### src/rtl/reg_bus_pkg.sv
// Shared definitions for the single-register peripheral bus command master.
// Command byte layout: bit7 selects write, low bits carry the peripheral address.
package reg_bus_pkg;

    typedef enum logic [2:0] {
        IDLE,
        WDATA,
        WSTB,
        RSTB,
        RWAIT,
        RSP
    } state_t;

    localparam int CMD_WR_BIT  = 7;
    localparam int CMD_ADDR_W  = 7;
    localparam int BAD_RD_DATA = 0;

    // Any address at or beyond the peripheral count, including nonzero upper bits, is invalid.
    function automatic logic addr_valid(input logic [CMD_ADDR_W-1:0] addr, input int num_periph);
        return int'(addr) < num_periph;
    endfunction

endpackage

### src/rtl/reg_cmd_master.sv
// Byte-stream command initiator: decodes host command bytes into one-hot peripheral
// read/write strobes and returns captured read data on a valid/ready response stream.
module reg_cmd_master
    import reg_bus_pkg::*;
#(
    parameter int NUM_PERIPH = 4,
    parameter int DATA_W     = 8,
    parameter int RD_LAT     = 1
) (
    input  logic                         clk,
    input  logic                         reset,
    input  logic [DATA_W-1:0]            cmd_data,
    input  logic                         cmd_valid,
    output logic                         cmd_ready,
    output logic [DATA_W-1:0]            rsp_data,
    output logic                         rsp_valid,
    input  logic                         rsp_ready,
    output logic [NUM_PERIPH-1:0]        per_rd_en,
    output logic [NUM_PERIPH-1:0]        per_wr_en,
    output logic [DATA_W-1:0]            per_wdata,
    input  logic [NUM_PERIPH*DATA_W-1:0] per_rdata,
    output logic                         bad_addr
);

    localparam int CNT_W = (RD_LAT > 0) ? $clog2(RD_LAT + 1) : 1;

    state_t                  state_q, state_d;
    logic [CMD_ADDR_W-1:0]   addr_q;
    logic [DATA_W-1:0]       wdata_q;
    logic [DATA_W-1:0]       rdata_q;
    logic [CNT_W-1:0]        cnt_q;
    logic                    addr_ok;
    logic                    accept;
    logic [NUM_PERIPH-1:0]   addr_dec;
    logic [DATA_W-1:0]       sel_rdata;

    assign addr_ok   = addr_valid(addr_q, NUM_PERIPH);
    assign accept    = cmd_valid && cmd_ready;
    assign per_wdata = wdata_q;
    assign rsp_data  = rdata_q;

    // One-hot address decode and read-data mux share the same compare.
    always_comb begin
        addr_dec  = '0;
        sel_rdata = '0;
        for (int i = 0; i < NUM_PERIPH; i++) begin
            if (int'(addr_q) == i) begin
                addr_dec[i] = 1'b1;
                sel_rdata   = per_rdata[i*DATA_W +: DATA_W];
            end
        end
    end

    always_ff @(posedge clk) begin
        if (reset) begin
            state_q <= IDLE;
            addr_q  <= '0;
            wdata_q <= '0;
            rdata_q <= '0;
            cnt_q   <= '0;
        end else begin
            state_q <= state_d;
            if (accept && state_q == IDLE)
                addr_q <= cmd_data[CMD_ADDR_W-1:0];
            if (accept && state_q == WDATA)
                wdata_q <= cmd_data;
            case (state_q)
                RSTB: begin
                    cnt_q <= CNT_W'(RD_LAT);
                    if (!addr_ok)
                        rdata_q <= DATA_W'(BAD_RD_DATA);
                    else if (RD_LAT == 0)
                        rdata_q <= sel_rdata;
                end
                RWAIT: begin
                    // Capture on the cycle the count reaches zero.
                    cnt_q <= cnt_q - CNT_W'(1);
                    if (cnt_q <= CNT_W'(1))
                        rdata_q <= sel_rdata;
                end
                default: ;
            endcase
        end
    end

    always_comb begin
        state_d   = state_q;
        cmd_ready = 1'b0;
        rsp_valid = 1'b0;
        per_rd_en = '0;
        per_wr_en = '0;
        bad_addr  = 1'b0;
        case (state_q)
            IDLE: begin
                cmd_ready = 1'b1;
                if (cmd_valid)
                    state_d = cmd_data[CMD_WR_BIT] ? WDATA : RSTB;
            end
            WDATA: begin
                cmd_ready = 1'b1;
                if (cmd_valid)
                    state_d = WSTB;
            end
            WSTB: begin
                if (addr_ok) per_wr_en = addr_dec;
                else         bad_addr  = 1'b1;
                state_d = IDLE;
            end
            RSTB: begin
                if (addr_ok) begin
                    per_rd_en = addr_dec;
                    state_d   = (RD_LAT == 0) ? RSP : RWAIT;
                end else begin
                    bad_addr = 1'b1;
                    state_d  = RSP;
                end
            end
            RWAIT: begin
                if (cnt_q <= CNT_W'(1))
                    state_d = RSP;
            end
            RSP: begin
                rsp_valid = 1'b1;
                if (rsp_ready)
                    state_d = IDLE;
            end
            default: state_d = IDLE;
        endcase
    end

endmodule

### config.mk
export PLATFORM = sky130hd
export DESIGN_NAME = reg_cmd_master
export DESIGN_NICKNAME = d
export VERILOG_FILES = /design/src/rtl/reg_bus_pkg.sv /design/src/rtl/reg_cmd_master.sv
export SDC_FILE = /design/constraint.sdc
export NUM_CORES = 1
export LEC_CHECK = 0
export CAP_MARGIN = 20
export CORE_ASPECT_RATIO = 1.1
export CORE_MARGIN = 2
export CORE_UTILIZATION = 38
export DETAILED_ROUTE_END_ITERATION = 6
export PLACE_DENSITY = 0.79
export SLEW_MARGIN = 10
export SYNTH_ARGS = -nofsm -noshare
export SYNTH_HDL_FRONTEND = slang
export SYNTH_SLANG_ARGS = --single-unit
### constraint.sdc
create_clock -name clk -period 1.8 [get_ports clk]
set_input_delay 0.27 -clock clk [delete_from_list [all_inputs] [get_ports clk]]
set_output_delay 0.27 -clock clk [all_outputs]
set_load 0.02 [all_outputs]
==> impl_metrics.env <==
export IMPL_status="finished clean"
export IMPL_clk_latency_ns=0.31
export IMPL_firstDrtPassIters=4
export IMPL_syn_area_sq_um=1290
export IMPL_ys_seq_area_share_pct=40.3
export IMPL_synth_compound_area_share_pct=20.7
export IMPL_p_leak_nw=0.811
export IMPL_endpoint_kind="primary output"
export IMPL_peakVddDrop_mv=0.334
export IMPL_gp_congestion=0.783
export IMPL_setup_violations=0
export IMPL_synthArstFlopShare_pct=0
export IMPL_grt_start_max_net_pins=19
export IMPL_antenna_found_initial=0
export IMPL_slew_viol_final=0
export IMPL_synth_distinct_cells=28
export IMPL_ys_warnings_count=0
export IMPL_synth_area_per_cell_sq_um=8.78
export IMPL_period_needed_ns=1.76
export IMPL_syn_to_final_growth_pct=62.3
export IMPL_htreeDepth=1
export IMPL_grt_overflow_total=0
export IMPL_clock_skew_ns=0.00897
export IMPL_hold_violations=0
export IMPL_vias=1343
export IMPL_die_area_sq_um=3880
export IMPL_drt_total_wl_microns=3590
export IMPL_yosysTopAreaCell="dfxtp_1"
export IMPL_avgRoutedWirePerCell_microns=13.9
export IMPL_synthAdderAreaFrac_pct=0
export IMPL_synth_top_family_by_area="simple AND/OR/NAND/NOR gates"
export IMPL_synth_area_top_cells="dfxtp_1 40%, a211o_1 5.4%, mux2i_1 5.4%"
export IMPL_yosysMostFrequentCell="dfxtp_1"
export IMPL_hp_class="reg2reg"
export IMPL_grt_pass1_vias=1259
export IMPL_die_w_microns=59.6
export IMPL_postLayoutCellArea_sq_um=2100
export IMPL_required_ns=1.53
export IMPL_drc=0
export IMPL_cap_violations=0
export IMPL_drive_above_1_share_pct=15.3
export IMPL_cts_max_path_buffers=2
export IMPL_placed_area_sq_um=2060
export IMPL_synthTopCellsByCount="26 x dfxtp_1, 18 x nand2_1, 17 x nor2_1"
export IMPL_hpwl_microns=2850
export IMPL_ys_ff_latch=26
export IMPL_grt_util_all_layers_pct=17.3
export IMPL_worst_setup_path_start_kind="register"
export IMPL_drtIter0Drc=31
export IMPL_dp_cells=253
export IMPL_synth_nets=191
export IMPL_cts_hold_fix_buffers=0
export IMPL_crit_type="reg2out"
export IMPL_max_freq_mhz=567
export IMPL_tightest_slew_ns=0.540
export IMPL_synth_simple_gate_area_share_pct=28.4
export IMPL_path_max_fanout=4
export IMPL_core_area_sq_um=3300
export IMPL_layoutNonFillerInstCount=258
export IMPL_root_buffer="clkbuf_4"
export IMPL_critPathArrivalTime_ns=1.49
export IMPL_row_count=22
export IMPL_cts_clk_slew_worst_paths_ns=0.13
export IMPL_synthMuxAreaShare_pct=6.30
export IMPL_synth_edf_count=0
export IMPL_period_share_pct=98.0
export IMPL_ant_nets=0
export IMPL_synthXorXnorAreaFrac_pct=0
export IMPL_numCtsBuffers=3
export IMPL_fin_hold_ws_ns=0.463
export IMPL_io_buffer_count=70
export IMPL_io_pins=71
export IMPL_grt_pass1_wl_microns=5450
export IMPL_cts_sinks=26
export IMPL_synth_cells=147
export IMPL_final_nets=268
export IMPL_initial_core_util_pct=39.1
export IMPL_n_antenna_cell=0
export IMPL_yosys_area_top_type_share_pct=40.3
export IMPL_fp_dieH_microns=65.1
export IMPL_via_per_inst=5.21
export IMPL_p_total_mw=1.23
export IMPL_ys_flop_type="dfxtp_1"
export IMPL_cts_tree="done"
export IMPL_rsz0062_at_grt="true"
export IMPL_powerDensity_nw_per_um2=588
export IMPL_max_slew_margin_rel_pct=63.8
[path summary, 6_finish.rpt]
check                             startpoint      endpoint  slack [ns]  cells after the start
worst min-delay path            per_wdata[1]  per_wdata[1]        0.46                      2
worst max-delay path               addr_q[2]  per_wr_en[0]        0.04                      5
worst min register to register  per_wdata[1]  per_wdata[1]        0.46                      2
worst max register to register     addr_q[1]   rsp_data[4]        0.23                      4
[routing by layer]
metal	GRT usage (%)	up-vias	share of wire, %
met3	0.984	2	3.0
met2	31.7	26	55
li1	-	686	-
met4	3.61	0	0.67
met1	21.9	629	42
met5	0	-	0
[worst max-delay path, stage by stage (launching register included)]
cell      delay, ns
dfxtp_2        0.35
nor3_2         0.20
and2_4         0.20
nand3b_1       0.16
nor3_2         0.14
buf_4          0.16
[layout by cell type (no fill, tap or decap), drive strengths merged]
cell type / synthesis / routed
or3b: 1 / 1
o221ai: 8 / 8
nor2: 18 / 18
mux2: 1 / 1
and2: 1 / 1
a211o: 8 / 8
nand2b: 2 / 2
nor3b: 2 / 2
clkdlybuf4s50: 0 / 59
mux2i: 7 / 7
buf: 8 / 20
dlygate4sd2: 0 / 2
a211oi: 1 / 1
nand3: 2 / 2
and3b: 1 / 1
nand3b: 4 / 4
clkbuf: 2 / 3
nand4: 1 / 1
nand2: 18 / 18
nor2b: 11 / 11
and3: 1 / 1
a21oi: 10 / 10
o2bb2ai: 8 / 8
nor3: 6 / 6
dfxtp: 26 / 26
clkdlybuf4s15: 0 / 1
[repair_timing]
action                     in CTS  in global routing
setup endpoints to repair      11                  8
pin swaps                       1                  2
resized for setup              39                 14
buffers inserted                0                  2
[sequential cells by signal, summed over array words and instances (netlist names)]
signal     cells
rsp_data       8
state_q        3
per_wdata      8
addr_q         7
[layout make-up]
cell class	count	area [sq um]
clock buffers	3	22.5
well taps	36	45.0
repair buffers	82	768
multi-input cells	111	738
fillers	283	1210
flip-flops and latches	26	522
[power by group]
group          leakage, nW  internal [mW]  total [mW]  switching [mW]
clock network       0.0138         0.0780       0.235           0.157
logic                0.585          0.218       0.379           0.161
registers            0.212          0.601       0.619          0.0176
total                0.811          0.898        1.23           0.336
[logic make-up (layout without fill, tap and decap cells)]
| logic type | count (synthesis) | count (layout) |
|---|---|---|
| AND/OR/NAND/NOR | 68 | 68 |
| AO/OA/AOI/OAI | 35 | 35 |
| buffers and inverters | 10 | 85 |
| multiplexers | 8 | 8 |
| flip-flops | 26 | 26 |
[stage by stage]
stage               worst slack, ns  setup TNS, ns  utilization (%)
detailed placement           -0.160         -0.959             62.3
finish                       0.0352              0             63.4
global placement            -0.0908         -0.386             62.3
global route                -0.0910         -0.371             63.4
CTS                         -0.0250        -0.0444             61.8
floorplan                     0.223              0                -
No activity file was read; power rests on OpenSTA's default activity.
